<file path="config.mk">
export PLATFORM = sky130hd
export DESIGN_NAME = tt_um_nasser_hadi_dlatch
export DESIGN_NICKNAME = d
export VERILOG_FILES = /design/src/rtl/tt_um_nasser_hadi_dlatch.sv
export SDC_FILE = /design/constraint.sdc
export NUM_CORES = 1
export LEC_CHECK = 0
export BUFFER_PORTS_ARGS = -buffer_cell sky130_fd_sc_hd__buf_2
export CAP_MARGIN = 30
export CORE_MARGIN = 4
export CORE_UTILIZATION = 35
export CTS_CLUSTER_SIZE = 30
export DETAILED_ROUTE_END_ITERATION = 16
export PLACE_DENSITY = 0.83
export SYNTH_ARGS = -nofsm -noshare
export SYNTH_HDL_FRONTEND = slang
export SYNTH_SLANG_ARGS = --single-unit
</file>
<file path="constraint.sdc">
create_clock -name clk -period 1.9 [get_ports clk]
set_clock_uncertainty 0.1 [all_clocks]
set_input_delay 0.285 -clock clk [delete_from_list [all_inputs] [get_ports clk]]
set_output_delay 0.285 -clock clk [all_outputs]
set_load 0.02 [all_outputs]
</file>
<file path="src/rtl/tt_um_nasser_hadi_dlatch.sv">
// tt_um_nasser_hadi_dlatch: D-latch emulated by a clocked hold register plus
// a combinational transparency path, so no real latch is inferred.
// Ports: ui_in[0]=D, ui_in[1]=EN, ui_in[2]=CLR; uo_out[0]=Q, [1]=Q_n,
//   [2]=EN mirror, [3]=change pulse, [7:4]=change counter; uio_* unused (out=0, oe=0).
//   clk rising edge; rst_n is synchronous and active-HIGH despite its name; ena=0 freezes state.
// Optional: define DLATCH_SYNC_EN to pass D/EN/CLR through 2-flop synchronizers
//   (D-to-Q latency then becomes 2 clk cycles).
module tt_um_nasser_hadi_dlatch (
  input  logic [7:0] ui_in,
  output logic [7:0] uo_out,
  input  logic [7:0] uio_in,
  output logic [7:0] uio_out,
  output logic [7:0] uio_oe,
  input  logic       ena,
  input  logic       clk,
  input  logic       rst_n
);

  logic       d;
  logic       en;
  logic       clr;
  logic       q_hold;
  logic       q_prev;
  logic       chg;
  logic [3:0] cnt;
  logic       q_hold_next;
  logic       held_change;
  logic       q;

`ifdef DLATCH_SYNC_EN
  // {CLR, EN, D} synchronizer stages; frozen with the rest of the state when ena=0.
  logic [2:0] sync_a;
  logic [2:0] sync_b;

  always_ff @(posedge clk) begin
    if (rst_n) begin
      sync_a <= 3'b000;
      sync_b <= 3'b000;
    end else if (ena) begin
      sync_a <= ui_in[2:0];
      sync_b <= sync_a;
    end
  end

  assign d   = sync_b[0];
  assign en  = sync_b[1];
  assign clr = sync_b[2];
`else
  assign d   = ui_in[0];
  assign en  = ui_in[1];
  assign clr = ui_in[2];
`endif

  // The held value only follows D on edges where EN is high; a D change after
  // the last EN=1 edge but before EN falls is not captured.
  assign q_hold_next = en ? d : q_hold;
  assign held_change = (q_hold_next != q_hold);

  always_ff @(posedge clk) begin
    if (rst_n) begin
      q_hold <= 1'b0;
      q_prev <= 1'b0;
      chg    <= 1'b0;
      cnt    <= 4'd0;
    end else if (ena) begin
      q_hold <= q_hold_next;
      q_prev <= q_hold;
      chg    <= held_change;
      if (clr)
        cnt <= 4'd0;
      else if (held_change)
        cnt <= cnt + 4'd1;
    end
  end

  // Transparency: zero-latency D-to-Q while EN is high.
  assign q = en ? d : q_hold;

  always_comb begin
    uo_out = 8'h00;
    if (!rst_n)
      uo_out = {cnt, chg, en, ~q, q};
  end

  assign uio_out = 8'h00;
  assign uio_oe  = 8'h00;

  // q_prev is kept as debug state only; unused inputs are tied off here.
  logic unused_ok;
  assign unused_ok = &{ui_in[7:3], uio_in, q_prev, 1'b0};

endmodule

</file>
==> results of run 1 <==
-- flip-flops by register name, indices dropped and copies added, names as in the netlist --
register  cells
chg           1
q_hold        1
cnt           4
-- worst reg2reg max path, cell delays in order (launching register included) --
cell and delay (ns):
dfxtp_1 0.32, or2_1 0.21, or4_1 0.52, a31oi_1 0.16
-- power by group --
part | internal (mW) | switching (mW) | leakage, nW
logic | 0.0182 | 0.0585 | 0.204
clock network | 0.0715 | 0.0473 | 0.0138
registers | 0.129 | 0.00266 | 0.0486
-- layout by cell type, fill, tap and decap left out, types with 2 or more instances in the layout --
cell,count
clkbuf_4,3
dfxtp_1,6
a21oi_1,4
conb_1,16
mux2i_1,2
nand2b_1,2
nand2_1,5
nor2_1,2
nor2b_1,8
buf_2,13
nand3_1,2
-- worst max path at each step --
stage          slack [ns]  depth (start not counted)                start                   to
5_1_grt              0.34                          3  q_hold$_SDFFE_PP0P_            uo_out[1]
6_report             0.45                          3  q_hold$_SDFFE_PP0P_            uo_out[1]
3_3_place_gp         0.47                          4             ui_in[2]  cnt[3]$_SDFFE_PP0P_
4_1_cts              0.44                          3  q_hold$_SDFFE_PP0P_            uo_out[1]
3_5_place_dp         0.44                          4             ui_in[2]  cnt[3]$_SDFFE_PP0P_
2_1_floorplan        0.57                          3  cnt[3]$_SDFFE_PP0P_  cnt[3]$_SDFFE_PP0P_
-- layout make-up --
type                            count  area (sq um)
Inverter                            1          3.75
Tap cell                           15          18.8
Sequential cell                     6           120
Timing Repair Buffer               13          65.1
Clock buffer                        3          22.5
Fill cell                         147           773
Multi-Input combinational cell     54           298
-- cells by family after synthesis --
| kind of cell | share of synthesized area, % |
|---|---|
| buffers and inverters | 26.1 |
| other | 0.767 |
| AND/OR/NAND/NOR | 27.1 |
| XOR/XNOR | 3.58 |
| AO/OA/AOI/OAI | 11.3 |
| flip-flops | 24.6 |
| adder cells (fa/ha/maj) | 2.56 |
| multiplexers | 4.09 |
-- metal layers --
layer / vias up / track usage, % / share of wire (%)
met3: 2 / 7.11 / 11
met1: 186 / 10.6 / 43
met4: 0 / 5.26 / 0.32
met5: - / 0 / 0
met2: 23 / 14.2 / 46
li1: 208 / - / -
==> run_results.csv, run 1 <==
group,metric,value,unit
cts,cts_tree,"yes",
cts,cts_setup_buffers,0,
pwr,power_density,620,mW/mm^2
floorplanning,io_pins,43,
layout,drive_gt1_share,22.1,%
layout,fin_util,40.6,%
min_path,holdCritStartpoint,"ui_in[0]",
min_path,hold_end,"q_hold$_SDFFE_PP0P_",
routing,drt-initial-drc-count,9,
cts,numCtsBuffers,3,
cts,cts_resized,0,
logic_synthesis,synth_common_cells,"buf_4 (16), nor2b_1 (8), dfxtp_1 (6)",
setup_path,rrSetupSlack,0.52,ns
timing,finalHoldViolCount,0,
logic_synthesis,ys_ff_latch,6,
pwr,cellLeakagePower,0.266,nW
layout,antenna_cells,0,
status,outcome,"finished, final reports clean",
cts,clk_latency,0.25,ns
grt,globalRoute.totalOverflow,0,
logic_synthesis,synth_top_area_share,24.6,%
logic_synthesis,synthArstFlopShare,0,%
routing,drtAntennaViolNets,0,
pwr,vdd_drop_max,369,uV
min_path,hp-class,"primary input to flop",
setup_path,end_kind,"primary output",
min_path,whs_path_depth,3,
setup_path,start_kind,"flop",
timing,fin_crit,1.45,ns
setup_path,r2r_start,"cnt[3]$_SDFFE_PP0P_",
cts,clk_path_buf_depth,2,
setup_path,crit_buf_inv,1,
layout,design_area,528,sq um
layout,nets,99,
setup_path,reg2regPathDepth,3,
logic_synthesis,synthCells,63,
logic_synthesis,ys_seq_area_share,24.6,%
cts,cts_sinks,6,
logic_synthesis,avgSynthCellArea,7.77,sq um
cts,postCtsHoldBufs,0,
placed_design,hpwl,726,microns
layout,instances_no_fill,92,
logic_synthesis,synth_ff_type,"dfxtp_1",
routing,dr.pass1.iters,4,
routing,wl,933,microns
setup_path,crit_required,1.51,ns
grt,antenna_found_initial,0,
placed_design,dp.cells,89,
logic_synthesis,yosysUniqueCellTypes,25,
logic_synthesis,synth_area_leader_cell,"dfxtp_1",
setup_path,critPathKind,"flop to primary output",
floorplanning,die_height,45.4,microns
floorplanning,core_area,0.00130,sq mm
setup_path,cp_top_family,"flip-flops",
timing,max_freq,689,MHz
placed_design,port_buffers,13,
grt,grt_pass1_wl,1390,microns
timing,hold_slack,0.224,ns
setup_path,cp_slowest_cell,"dfxtp_1",
run,max-cap-violations,0,
placed_design,placed_cell_area,505,sq um
layout,area_growth,7.93,%
timing,rsz0062_at_grt,"no",
placed_design,place_congestion,0.776,
floorplanning,start_util,37.6,%
cts,htree_levels,1,
timing,setup_slack,0.449,ns
setup_path,max_stage_delay,0.34,ns
grt,track_usage,9.88,%
routing,post_drt_wl_per_cell,10.1,microns
grt,grt_start_max_net_pins,14,
pwr,p_total,327,uW
placed_design,post-place-ws,0.444,ns
floorplanning,die_w,45.4,microns
logic_synthesis,synth.area.top_cells,"dfxtp_1 (25%), buf_4 (25%), nor2b_1 (10%)",
logic_synthesis,synth.most_common_cell,"buf_4",
logic_synthesis,synth-warning-count,0,
logic_synthesis,synth-edff-count,0,
timing,timing.final.crit_share,76.4,%
setup_path,path_max_fanout,4,
logic_synthesis,synth_area,489,sq um
setup_path,arrival,1.07,ns
setup_path,reg2reg_to,"cnt[3]$_SDFFE_PP0P_",
floorplanning,rows,13,
routing,vias,419,
timing,setup_viol,0,
grt,first_global_vias,333,
routing,viasPerCell,4.55,
routing,drc,0,
timing,final_max_slew_viol_count,0,
cts,root_buffer,"clkbuf_4",
floorplanning,dieArea,0.00206,sq mm
setup_path,path_cells,"mux2i_1 -> nor2b_1 -> buf_2",
cts,clkTransAtPathRegs,0.04,ns
timing,setup_tns,0,ns
Note: power is estimated with default switching activity, not from simulation.
==> run 2, diff against run 1 <==
Clock period 1.9 ns to 1.4 ns, I/O delays scaled along.
==> run 2 against run 1 <==
Effect of this change: register-to-register slack worse by 0.42 ns; first-iteration DRC count is 67% lower; worst hold slack worse by 0.081 ns; critical path depth stayed put; critical endpoint unchanged; setup slack worse by 0.41 ns; non-clock buffer count is 2 higher; sequential power is 36% higher.
==> run_results.csv, run 2 (synthesis results as in run 1) <==
group,metric,value,unit
setup_path,start_kind,"flop",
grt,grt_start_max_net_pins,14,
floorplanning,start_util,37.6,%
cts,cts_tree,"yes",
layout,fin_util,43.3,%
layout,area_growth,15.1,%
min_path,hold_end,"q_hold$_SDFFE_PP0P_",
cts,cts_resized,0,
cts,clkTransAtPathRegs,0.04,ns
pwr,switching_share,33.5,%
floorplanning,dieArea,0.00206,sq mm
routing,drtAntennaViolNets,0,
cts,postCtsHoldBufs,0,
routing,post_drt_wl_per_cell,10.0,microns
pwr,combPwrFrac,24.6,%
cts,cts_sinks,6,
floorplanning,core_area,0.00130,sq mm
grt,globalRoute.totalOverflow,0,
cts,cts_setup_buffers,0,
routing,met1_length,360,microns
setup_path,path_max_fanout,4,
layout,final_common_cell,"conb_1",
min_path,holdCritStartpoint,"ui_in[0]",
timing,setup_slack,0.0374,ns
floorplanning,io_pins,43,
layout,nets,101,
layout,top_regs,"cnt: 4 flops, chg: 1 flops, q_hold: 1 flops",
setup_path,reg2regPathDepth,3,
timing,fin_crit,1.36,ns
pwr,p_seq_share,39.1,%
placed_design,port_buffers,13,
timing,rsz0062_at_grt,"yes",
setup_path,critPathKind,"flop to primary output",
setup_path,crit_required,1.09,ns
pwr,power_density,816,mW/mm^2
placed_design,place_congestion,0.773,
setup_path,reg2reg_to,"cnt[3]$_SDFFE_PP0P_",
routing,met3_wirelength,100,microns
layout,drive_gt1_share,29.1,%
min_path,whs_path_depth,3,
layout,mostFrequentLayoutCells,"conb_1 (16), buf_2 (12), nor2b_1 (7)",
routing,drt-initial-drc-count,3,
setup_path,end_kind,"primary output",
cts,clk_latency,0.25,ns
routing,vias,418,
routing,dr.pass1.iters,4,
routing,met2_length,455,microns
placed_design,post-place-ws,0.0130,ns
cts,clk_path_buf_depth,2,
cts,root_buffer,"clkbuf_4",
pwr,p_clk_share,36.3,%
pwr,internal_power,305,uW
floorplanning,rows,13,
routing,routed.top_layer,"met4",
timing,setup_viol,0,
grt,first_global_vias,325,
layout,largest_register_ffs,4,
setup_path,r2r_start,"cnt[1]$_SDFFE_PP0P_",
layout,regMostFlops,"cnt",
timing,final_max_slew_viol_count,0,
run,max-cap-violations,0,
routing,wl,941,microns
pwr,p_total,460,uW
layout,antenna_cells,0,
floorplanning,die_height,45.4,microns
routing,viasPerCell,4.45,
placed_design,hpwl,743,microns
floorplanning,die_w,45.4,microns
status,outcome,"finished, final reports clean",
setup_path,rrSetupSlack,0.10,ns
grt,track_usage,10.4,%
timing,max_freq,734,MHz
setup_path,arrival,1.05,ns
routing,drc,0,
cts,htree_levels,1,
grt,grt_pass1_wl,1410,microns
min_path,hp-class,"primary input to flop",
cts,numCtsBuffers,3,
timing,timing.final.crit_share,97.3,%
timing,finalHoldViolCount,0,
pwr,cellLeakagePower,0.284,nW
grt,antenna_found_initial,0,
pwr,switchingPower,154,uW
pwr,vdd_drop_max,685,uV
## run 2: cell types whose count changed in the layout (fill, tap and decap cells not counted), sizes merged
cell / before / now
buf: 13 / 15
## run 2: metrics by stage
| step | instance area, sq um | instances | setup TNS (ns) | hold slack (ns) |
|---|---|---|---|---|
| after floorplan | 546 | 78 | 0 | 0.246 |
| after global placement | 520 | 91 | 0 | 0.372 |
| after detailed placement | 520 | 91 | 0 | 0.390 |
| after CTS | 543 | 94 | 0 | 0.140 |
| after global routing | 563 | 94 | -0.0231 | 0.155 |
| final | 563 | 94 | 0 | 0.142 |
## run 2: routing by layer
metal,vias up,GRT usage [%]
li1,213,-
met3,4,5.93
met4,0,8.77
met2,21,16.2
met1,180,9.83
met5,-,0
## run 2: worst max-delay path, stage by stage, from the launching register on
cell and delay (ns):
dfxtp_2 0.34, mux2i_2 0.17, nor2b_4 0.17, buf_6 0.12
## run 2: worst max path at each step
stage / from / end / slack [ns] / cells after the start
CTS: q_hold$_SDFFE_PP0P_ / uo_out[1] / 0.006 / 3
global placement: ui_in[2] / cnt[3]$_SDFFE_PP0P_ / 0.04 / 4
finish: q_hold$_SDFFE_PP0P_ / uo_out[1] / 0.04 / 3
detailed placement: ui_in[2] / cnt[3]$_SDFFE_PP0P_ / 0.01 / 4
floorplan: cnt[3]$_SDFFE_PP0P_ / cnt[3]$_SDFFE_PP0P_ / 0.07 / 3
global route: q_hold$_SDFFE_PP0P_ / uo_out[1] / -0.02 / 3
## run 2: power groups by stage
| stage | sequential, mW | clock [mW] | combinational [mW] |
|---|---|---|---|
| after global routing | 0.180 | 0.184 | 0.124 |
| final | 0.180 | 0.167 | 0.113 |
| after CTS | 0.179 | 0.171 | 0.104 |
| after detailed placement | 0.182 | 0 | 0.104 |
| after floorplan | 0.181 | 0 | 0.112 |
| after global placement | 0.182 | 0 | 0.102 |
## run 2: area by class of cell
| cell class | instances | area [sq um] |
|---|---|---|
| inverters | 1 | 3.75 |
| clock buffers | 3 | 22.5 |
| repair buffers | 15 | 86.3 |
| multi-input cells | 54 | 309 |
| well taps | 15 | 18.8 |
| flip-flops and latches | 6 | 123 |
| fillers | 133 | 738 |
